--- src/rtl/uart_pkg.sv ---
// ---------------------------------------------------------------------------
// uart_pkg : shared widths and loader state encoding for the UART boot path
// Revision : 1.0
// ---------------------------------------------------------------------------
`default_nettype none

package uart_pkg;

  localparam int UART_DATA_W = 32;
  localparam int UART_ADDR_W = 16;

  typedef enum logic [2:0] {
    ST_IDLE  = 3'd0,
    ST_LOAD  = 3'd1,
    ST_CHECK = 3'd2,
    ST_RUN   = 3'd3,
    ST_ERR   = 3'd4
  } loader_state_t;

endpackage

`default_nettype wire

--- src/rtl/sync_edge_det.sv ---
// ---------------------------------------------------------------------------
// sync_edge_det : registered rising-edge detector, one pulse per high period
// Revision      : 1.0
// ---------------------------------------------------------------------------
`default_nettype none

module sync_edge_det (
  input  logic clk,
  input  logic rst_n,
  input  logic d,
  output logic rise
);

  logic d_q;

  // Resets high so a level already asserted at reset release is not an edge.
  always_ff @(posedge clk or negedge rst_n) begin
    if (!rst_n) d_q <= 1'b1;
    else        d_q <= d;
  end

  assign rise = d & ~d_q;

endmodule

`default_nettype wire

--- src/rtl/uart_imem_loader.sv ---
// ---------------------------------------------------------------------------
// uart_imem_loader : parses [N][N words][checksum] from the UART receiver,
//                    writes imem and releases the CPU on a good checksum
// Revision         : 1.0
// ---------------------------------------------------------------------------
`default_nettype none

module uart_imem_loader
  import uart_pkg::*;
#(
  parameter int DATA_W  = UART_DATA_W,
  parameter int ADDR_W  = UART_ADDR_W,
  parameter int IMEM_AW = 12
) (
  input  logic               clk,
  input  logic               rst_n,
  input  logic               uart_done,
  input  logic [DATA_W-1:0]  buffer,
  input  logic [ADDR_W-1:0]  data_addr,
  output logic               imem_we,
  output logic [IMEM_AW-1:0] imem_addr,
  output logic [DATA_W-1:0]  imem_wdata,
  output logic               cpu_rst_n,
  output logic               load_busy,
  output logic               load_ok,
  output logic               load_err,
  output logic [IMEM_AW:0]   words_loaded
);

  localparam logic [DATA_W-1:0] CAPACITY = DATA_W'(2 ** IMEM_AW);

  loader_state_t      state, next_state;
  logic               evt;
  logic [IMEM_AW:0]   n_words;
  logic [IMEM_AW:0]   cnt;
  logic [IMEM_AW:0]   cnt_inc;
  logic [DATA_W-1:0]  sum;
  logic [ADDR_W-1:0]  exp_addr;
  logic               addr_ok;
  logic               do_write;
  logic               hdr_accept;

  sync_edge_det u_edge (
    .clk   (clk),
    .rst_n (rst_n),
    .d     (uart_done),
    .rise  (evt)
  );

  assign cnt_inc = cnt + (IMEM_AW + 1)'(1);

  // Ordinal expected for the next word: header is 0, program word k is k+1,
  // checksum is N+1.
  always_comb begin
    exp_addr = '0;
    case (state)
      ST_LOAD:  exp_addr = ADDR_W'(cnt) + ADDR_W'(1);
      ST_CHECK: exp_addr = ADDR_W'(n_words) + ADDR_W'(1);
      default:  exp_addr = '0;
    endcase
  end

  assign addr_ok = (data_addr == exp_addr);

  always_ff @(posedge clk or negedge rst_n) begin
    if (!rst_n) state <= ST_IDLE;
    else        state <= next_state;
  end

  // Ordinal mismatch is tested first in every state so it dominates.
  always_comb begin
    next_state = state;
    if (evt) begin
      case (state)
        ST_IDLE: begin
          if (!addr_ok)                next_state = ST_ERR;
          else if (buffer > CAPACITY)  next_state = ST_ERR;
          else if (buffer == '0)       next_state = ST_CHECK;
          else                         next_state = ST_LOAD;
        end
        ST_LOAD: begin
          if (!addr_ok)                next_state = ST_ERR;
          else if (cnt_inc == n_words) next_state = ST_CHECK;
        end
        ST_CHECK: begin
          if (addr_ok && buffer == sum) next_state = ST_RUN;
          else                          next_state = ST_ERR;
        end
        default: next_state = state;
      endcase
    end
  end

  assign do_write   = evt && (state == ST_LOAD) && addr_ok;
  assign hdr_accept = evt && (state == ST_IDLE) && (next_state != ST_ERR);

  always_ff @(posedge clk or negedge rst_n) begin
    if (!rst_n) begin
      imem_we    <= 1'b0;
      imem_addr  <= '0;
      imem_wdata <= '0;
      n_words    <= '0;
      cnt        <= '0;
      sum        <= '0;
      cpu_rst_n  <= 1'b0;
      load_busy  <= 1'b0;
      load_ok    <= 1'b0;
      load_err   <= 1'b0;
    end else begin
      imem_we <= do_write;
      if (do_write) begin
        imem_addr  <= cnt[IMEM_AW-1:0];
        imem_wdata <= buffer;
        sum        <= sum + buffer;
        cnt        <= cnt_inc;
      end
      if (hdr_accept) begin
        n_words <= buffer[IMEM_AW:0];
      end
      load_busy <= (next_state == ST_LOAD) || (next_state == ST_CHECK);
      load_ok   <= (next_state == ST_RUN);
      cpu_rst_n <= (next_state == ST_RUN);
      load_err  <= (next_state == ST_ERR);
    end
  end

  assign words_loaded = cnt;

endmodule

`default_nettype wire

--- config.mk ---
export PLATFORM = sky130hd
export DESIGN_NAME = uart_imem_loader
export DESIGN_NICKNAME = d
export VERILOG_FILES = /design/src/rtl/uart_pkg.sv /design/src/rtl/sync_edge_det.sv /design/src/rtl/uart_imem_loader.sv
export SDC_FILE = /design/constraint.sdc
export NUM_CORES = 1
export LEC_CHECK = 0
export CELL_PAD_IN_SITES_DETAIL_PLACEMENT = 1
export CELL_PAD_IN_SITES_GLOBAL_PLACEMENT = 1
export CORE_MARGIN = 1
export CORE_UTILIZATION = 37
export DETAILED_ROUTE_END_ITERATION = 8
export PLACE_DENSITY_LB_ADDON = 0.25
export SETUP_SLACK_MARGIN = 0.3
export SLEW_MARGIN = 40
export SYNTH_ARGS = -nofsm -noshare
export SYNTH_HDL_FRONTEND = slang
export SYNTH_SLANG_ARGS = --single-unit
--- constraint.sdc ---
create_clock -name clk -period 4.2 [get_ports clk]
set_input_delay 0.63 -clock clk [delete_from_list [all_inputs] [get_ports clk]]
set_output_delay 0.63 -clock clk [all_outputs]
set_load 0.02 [all_outputs]
==> results of run 1 <==
[synth_stat cells, types with 5 or more instances]
| library cell | n | area [sq um] |
|---|---|---|
| nand2_1 | 201 | 754.5 |
| dfrtp_1 | 109 | 2728 |
| o21ai_0 | 60 | 300.3 |
| a21oi_1 | 34 | 170.2 |
| nor2_1 | 34 | 127.6 |
| xnor2_1 | 34 | 297.8 |
| ha_1 | 33 | 412.9 |
| clkbuf_1 | 26 | 97.59 |
| inv_1 | 25 | 93.84 |
| nor4_1 | 25 | 156.4 |
| nand3_1 | 24 | 120.1 |
| nor3_1 | 24 | 120.1 |
| xor2_1 | 23 | 201.4 |
| nand4_1 | 18 | 112.6 |
| o21a_1 | 17 | 127.6 |
| buf_2 | 15 | 75.07 |
| a21o_1 | 14 | 105.1 |
| or3_1 | 14 | 87.58 |
| nand2b_1 | 11 | 68.82 |
| mux2_4 | 10 | 150.1 |
| mux2i_1 | 10 | 100.1 |
| nor3b_1 | 8 | 60.06 |
| nor2b_1 | 7 | 43.79 |
| o211ai_1 | 7 | 52.55 |
| o31ai_1 | 7 | 52.55 |
| and4_1 | 6 | 52.55 |
| mux2_2 | 6 | 67.56 |
| a211oi_1 | 5 | 37.54 |
| buf_1 | 5 | 18.77 |
[what timing repair did]
action                                  CTS  global route
buffers inserted                          1            13
endpoints found under the setup margin   23            94
gates cloned                              0             2
pin swaps                                 2            11
resized for setup                         1            12
[layout make-up]
cell class	count	area, sq um
fill	2341	10060
multi-input combinational	709	4569
sequential	110	2758
timing repair buffer	173	1685
tap	265	331.6
clock buffer	10	239.0
inverter	25	97.59
clock inverter	5	42.54
[path summary, 6_finish.rpt]
path | start | depth (start not counted) | to
worst max register to register | state[0] | 16 | n_words[12]
worst max-delay path | state[0] | 16 | n_words[12]
worst min-delay path | rst_n | 1 | imem_addr[1]
max in group asynchronous | rst_n | 2 | sum[2]
worst min register to register | imem_wdata[29] | 2 | imem_wdata[29]
min in group clk | imem_wdata[29] | 2 | imem_wdata[29]
[routing by layer]
layer  wire, um  global-route usage
met1      11740              0.3232
met2      11800              0.3887
met3       1081             0.03522
met4        420             0.07053
met5          0                   0
[cells by family after synthesis]
| family | count (synthesis) |
|---|---|
| flip-flops | 110 |
| AND/OR/NAND/NOR | 400 |
| multiplexers | 26 |
| XOR/XNOR | 59 |
| AO/OA/AOI/OAI | 190 |
| buffers and inverters | 77 |
| adder cells (fa/ha/maj) | 34 |
[registers in the layout (all words and copies together), names as in the netlist]
name          count
load_ok           1
state             3
imem_we           1
imem_addr        12
imem_wdata       32
u_edge.d_q        1
load_err          1
n_words          13
words_loaded     13
sum              32
load_busy         1
[placed cells by master, fill, tap and decap left out, types with 10 or more instances in the layout]
cell type and count:
clkbuf_16 11, clkdlybuf4s50_1 111, or3_1 13, xor2_1 23, nor4_1 23, nand4_1 18
xnor2_1 34, buf_4 52, a21oi_1 34, a21o_1 14, nor2_1 34, nand3_1 24
o21a_1 17, dfrtp_1 106, nand2_1 200, o21ai_0 59, nor3_1 24, mux2_4 10
inv_1 24, mux2i_1 10, ha_1 32, nand2b_1 11
[stage by stage]
step,setup slack (ns),power (mW),cell area [sq um]
after global routing,0.1517,2.171,9723
after detailed placement,0.1830,1.262,9218
after CTS,0.3084,2.120,9513
final,0.3293,2.093,9723
after floorplan,0.2837,1.143,7656
after global placement,0.3002,1.260,9214
[power by group]
part,total (mW),internal [mW],switching (mW)
Sequential,1.06,1.06,0.000317
Clock,0.851,0.425,0.426
Combinational,0.183,0.0809,0.102
Total,2.09,1.56,0.528
==> metrics.md, run 1 <==
| Metric | Value |
|---|---|
| Hold WS | `0.2869 ns` |
| Routed wire length | `25.04 mm` |
| Core Rows | `just over 50` |
| Synth async-reset ratio | `1.000` |
| Post-synthesis mux area share | `0.04193` |
| Number of synthesized flops with an enable pin | `0` |
| GRT Total Usage | `0.2375` |
| CP max stage delay | `between 0.4 and 0.5 ns` |
| Drt drc | `0` |
| Status | `finished clean` |
| DP HPWL | `18.60 mm` |
| Fin Setup TNS | `0 ns` |
| Largest net degree at the start of global routing | `73` |
| Clock Path Buffers | `2` |
| Clk Latency, worst-skew pair | `~0.37 ns` |
| Final Cycle Share | `0.9216` |
| Max VDD drop | `0.1996 mV` |
| Core Util, Final | `0.4915` |
| Placed Instances | `about 1300` |
| Largest delay contributor family on the critical path | `simple AND/OR/NAND/NOR gates` |
| Post-synthesis simple-gate area fraction | `0.2564` |
| Area growth, synth to finish | `28.30%` |
| I/O pin cnt | `between 100 and 150` |
| Slew Limit Fails | `0` |
| Crit path time final | `3.871 ns` |
| Worst path slowest cell | `dfrtp_2` |
| Vias in the first global route | `roughly 7400` |
| Buf/Inv on CP | `2` |
| Root buffer cell | `clkbuf_16` |
| PortBufs | `approximately 110` |
| Crit path DAT | `between 4 and 5 ns` |
| Inserted Clock Buffers | `9` |
| CP max FO | `13` |
| Syn avg cell area | `8.458 sq um` |
| Die width | `about 150 um` |
| Compound-Gate Fraction of Synth Area | `0.1643` |
| Initial antenna violation count | `0` |
| Yosys Warn Count | `0` |
| H-tree depth | `3` |
| #FFs+latches synth | `110` |
| Layout cells sized above 1 | `0.1153` |
| XOR/XNOR share of the synthesized area | `0.07198` |
| Die area | `around 21000 sq um` |
| Routed Antenna Nets | `0` |
| Most frequent CP cell | `nand2_1` |
| Worst Skew | `roughly 0.014 ns` |
| Register area share after synthesis | `0.3634` |
| Layout net count | `1113` |
| # diodes | `0` |
| Setup CP Type | `reg2reg` |
| CP startpoint kind | `flip-flop` |
| CTS tree | `done` |
| Cells after Synth | `around 900` |
| Setup-failing EPs final | `0` |
| Area share of fa/ha/maj cells after synthesis | `0.05712` |
| GPL Wtd Cong | `about 0.88` |
| Iteration count of the initial detailed-routing pass | `5` |
| R2R setup slack | `roughly 0.33 ns` |
| Top_reg_cell synth | `dfrtp_1` |
| Unrepaired setup endpoints after global routing | `true` |
| Distinct cell type count after synthesis | `80` |
| Type of the most critical hold path | `in2async` |
| Main combinational cell family by area after synthesis | `simple AND/OR/NAND/NOR gates` |
| MaxCap Viol Count | `0` |
| Leakage | `about 4.4 nW` |
| Max-slew headroom | `0.5322` |
| Core region area | `roughly 20000 sq um` |
| DR iter-0 viols | `378` |
| Critical Path End Type | `flip-flop` |
| Clk sinks | `110` |
| Clock Pin Slew Worst Setup and Hold Paths | `0.07 ns` |
| GR Overflow Total | `0` |
| Syn Nets | `between 900 and 1000` |
| F_max | `0.2583 GHz` |
| Synthesized area | `about 7600 sq um` |
| Initial Util | `0.3831` |
| Crit-path cells | `or3b_1 -> nand2_1 -> nand2_1 -> ha_4 -> nand4_1 -> buf_4 -> nor4_4 -> or3_1 -> a211o_1 -> a2bb2oi_1 -> a211oi_2 -> nand2_2 -> o211ai_1 -> and3b_2 -> buf_12 -> mux2_2` |
| Die height | `145.1 um` |
| Worst EP required | `4.44 ns` |
| DR vias/cell | `between 5 and 6` |
| Non-filler cells, final | `approximately 1300` |
| Hold-fix buffers at CTS | `0` |
| Final Hold Viols | `0` |
| PD cells | `between 200 and 250 nW/um^2` |
| WL/cell | `between 15 and 20 um` |
| Routed via count | `about 7200` |
| First-pass GRT wire length | `between 40 and 50 mm` |
| Worst slew pin tran | `approximately 0.70 ns` |
No activity file was read; power rests on OpenSTA's default activity.
==> inputs of run 2 (changes only) <==
--- a/config.mk
+++ b/config.mk
@@ -7,11 +7,12 @@
 export LEC_CHECK = 0
 export CELL_PAD_IN_SITES_DETAIL_PLACEMENT = 1
 export CELL_PAD_IN_SITES_GLOBAL_PLACEMENT = 1
+export CORE_ASPECT_RATIO = 2
 export CORE_MARGIN = 1
 export CORE_UTILIZATION = 37
 export DETAILED_ROUTE_END_ITERATION = 8
 export PLACE_DENSITY_LB_ADDON = 0.25
-export SETUP_SLACK_MARGIN = 0.3
+export SETUP_SLACK_MARGIN = 0.1
 export SLEW_MARGIN = 40
 export SYNTH_ARGS = -nofsm -noshare
 export SYNTH_HDL_FRONTEND = slang
==> run 2 against run 1 <==
Effect of this change:
- global-route usage grew 4.4 points
- sequential share of layout area shrank 0.11 points
- clock power grew 3.8%
- first-iteration DRC count shrank 40%
- final cell count grew 1.3%
- routed wire length grew 12%
- cell area grew 0.35%
- largest cell class unchanged
- critical endpoint unchanged
- highest routed layer unchanged
- total power grew 1.8%
- register-to-register slack lost 0.07 ns
==> metrics.md, run 2 (same netlist as run 1, synthesis figures left out) <==
| Metric | Value |
|---|---|
| Status | `finished clean` |
| Initial Util | `0.3789 (-0.004242)` |
| Max-slew headroom | `0.4603 (-0.07183)` |
| Setup CP Type | `reg2reg` |
| Type of the most critical hold path | `in2async` |
| Layout net count | `1132 (+1.7%)` |
| Biggest regs | `imem_wdata: 32 flops, sum: 32 flops` |
| Area growth, synth to finish | `28.74%` |
| Sw Ratio | `0.2383 (-0.01399)` |
| Layout cells sized above 1 | `0.1264 (+0.01112)` |
| Die area | `21090 sq um (+0.17%)` |
| Clk sinks | `110 (unchanged)` |
| Clk Latency, worst-skew pair | `0.36 ns (about the same)` |
| Slew Limit Fails | `0 (unchanged)` |
| Hold-fix buffers at CTS | `0 (unchanged)` |
| Drt drc | `0 (unchanged)` |
| Crit path time final | `3.939 ns (+0.06811 ns)` |
| First-pass GRT wire length | `43.71 mm (+9.2%)` |
| Routed wire length | `28.07 mm (+12%)` |
| Worst Skew | `0.007351 ns (-0.006857 ns)` |
| GR Overflow Total | `0 (unchanged)` |
| Root buffer cell | `clkbuf_16` |
| Inserted Clock Buffers | `9 (unchanged)` |
| Comb pwr share | `0.089 (+0.002)` |
| Buf/Inv on CP | `3 (+1)` |
| Commonest non-fill, non-tap cell in the layout | `nand2_1` |
| Routed via count | `7403 (+2.8%)` |
| F_max | `0.2539 GHz (-1.7%)` |
| Initial antenna violation count | `0 (unchanged)` |
| Setup-failing EPs final | `0 (unchanged)` |
| Final Cycle Share | `0.9378 (+0.01622)` |
| Most frequent CP cell | `buf_4` |
| P_int | `1.623 mW (+3.7%)` |
| Routed Antenna Nets | `0 (unchanged)` |
| Iteration count of the initial detailed-routing pass | `4 (-1)` |
| PD cells | `218.4 nW/um^2 (+1.5%)` |
| GRT Total Usage | `0.2815 (+0.04405)` |
| CTS tree | `done` |
| GPL Wtd Cong | `0.9068 (+3.4%)` |
| CP max FO | `6 (-7)` |
| Fin Setup TNS | `0 ns (unchanged)` |
| Largest net degree at the start of global routing | `59 (-19%)` |
| Vias in the first global route | `8110 (+10%)` |
| Largest delay contributor family on the critical path | `simple AND/OR/NAND/NOR gates` |
| Die height | `204.4 um (+41%)` |
| Die width | `103.2 um (-29%)` |
| MaxCap Viol Count | `0 (unchanged)` |
| DP HPWL | `22.15 mm (+19%)` |
| DR iter-0 viols | `226 (-40%)` |
| Worst path slowest cell | `dfrtp_2` |
| Crit path DAT | `4.18 ns (+0.07 ns)` |
| Core region area | `20000 sq um (+1.1%)` |
| # diodes | `0 (unchanged)` |
| Crit-path cells | `or3b_1 -> nand2_1 -> nand2_1 -> ha_4 -> nand4_1 -> buf_4 -> nor4_4 -> or3_1 -> a211o_1 -> a2bb2oi_1 -> a211oi_2 -> buf_4 -> nand2_2 -> o211ai_1 -> and3b_2 -> buf_4 -> mux2_2` |
| WL/cell | `21.36 um (+11%)` |
| Critical Path End Type | `flip-flop` |
| Clock Pin Slew Worst Setup and Hold Paths | `0.07 ns (about the same)` |
| Commonest cells after routing, fill and taps aside | `201 x nand2_1, 111 x clkdlybuf4s50_1, 107 x dfrtp_1` |
| Unrepaired setup endpoints after global routing | `false` |
| CP startpoint kind | `flip-flop` |
| Final Hold Viols | `0 (unchanged)` |
| Leakage | `4.449 nW (+1.7%)` |
| Seq pwr share | `0.497 (-0.009)` |
| Worst EP required | `4.44 ns (about the same)` |
| Core Rows | `73 (+43%)` |
| Max VDD drop | `0.1660 mV (-17%)` |
| Clock share of power | `0.414 (+0.007)` |
| PortBufs | `112 (unchanged)` |
| Total power | `2.131 mW (+1.8%)` |
| H-tree depth | `3 (unchanged)` |
| Switching power | `0.5077 mW (-3.8%)` |
| I/O pin cnt | `113 (unchanged)` |
| Clock Path Buffers | `2 (unchanged)` |
| DR vias/cell | `5.634 (+1.5%)` |
| Worst slew pin tran | `0.8010 ns (+0.09927 ns)` |
| CP max stage delay | `0.46 ns (about the same)` |
[run 2: stage by stage]
stage	util	cell area, sq um	setup WS (ns)	hold WS [ns]	cells
6_report	0.4878	9757	0.2612	0.2856	1314
5_1_grt	0.4878	9757	0.1137	0.3455	1314
4_1_cts	0.4840	9681	0.1328	0.3181	1310
3_5_place_dp	0.4686	9374	-0.05224	0.4636	1294
3_3_place_gp	0.4686	9374	-0.01220	0.4577	1294
2_1_floorplan	-	7616	0.1102	0.3344	896
[run 2: final timing paths]
path	start	end	slack (ns)	cells after the start
worst max-delay path	state[2]	n_words[12]	0.26	17
worst min-delay path	rst_n	imem_wdata[19]	0.29	1
worst max register to register	state[2]	n_words[12]	0.26	17
worst min register to register	imem_wdata[18]	imem_wdata[18]	0.48	2
max in group asynchronous	rst_n	state[0]	2.93	2
min in group clk	imem_wdata[18]	imem_wdata[18]	0.48	2
[run 2: per-layer routing]
layer,GRT usage,vias to the layer above,part of all wire
met5,0,-,0
met4,0.2148,0,0.077
met3,0.04275,103,0.034
met2,0.5352,167,0.57
met1,0.2543,3651,0.32
li1,-,3482,-
[run 2: timing repair]
item | CTS | global route
gates resized for setup | 1 | 11
pin swaps | 0 | 4
setup endpoints to repair | 88 | 106
setup buffers | 0 | 4
[run 2: final cells by class]
cell class | count | area [sq um]
clock buffers | 11 | 242.7
clock inverters | 5 | 57.56
fillers | 2431 | 10250
inverters | 25 | 93.84
multi-input cells | 709 | 4536
flip-flops and latches | 110 | 2756
well taps | 262 | 327.8
repair buffers | 192 | 1743
[run 2: worst reg2reg max path: cells and delay by family, from the launching register on]
kind / cells / cell delay [ns]
AND/OR/NAND/NOR: 8 / 1.49
AO/OA/AOI/OAI: 4 / 0.88
buffers and inverters: 3 / 0.47
flip-flops: 1 / 0.46
multiplexers: 1 / 0.34
adder cells (fa/ha/maj): 1 / 0.20
[run 2: power by group through the flow]
stage | registers, mW | logic [mW] | clock network (mW)
after global routing | 1.06 | 0.205 | 0.936
after floorplan | 1.08 | 0.0612 | 0
final | 1.06 | 0.189 | 0.883
after global placement | 1.08 | 0.188 | 0
after CTS | 1.06 | 0.190 | 0.913
after detailed placement | 1.08 | 0.188 | 0
==> inputs of run 3 (changes only) <==
--- a/config.mk
+++ b/config.mk
@@ -10,6 +10,7 @@
 export CORE_ASPECT_RATIO = 2
 export CORE_MARGIN = 1
 export CORE_UTILIZATION = 37
+export CTS_CLUSTER_DIAMETER = 200
 export DETAILED_ROUTE_END_ITERATION = 8
 export PLACE_DENSITY_LB_ADDON = 0.25
 export SETUP_SLACK_MARGIN = 0.1
==> results of run 3 <==
Final layout, timing and power as in run 2 (identical DEF).
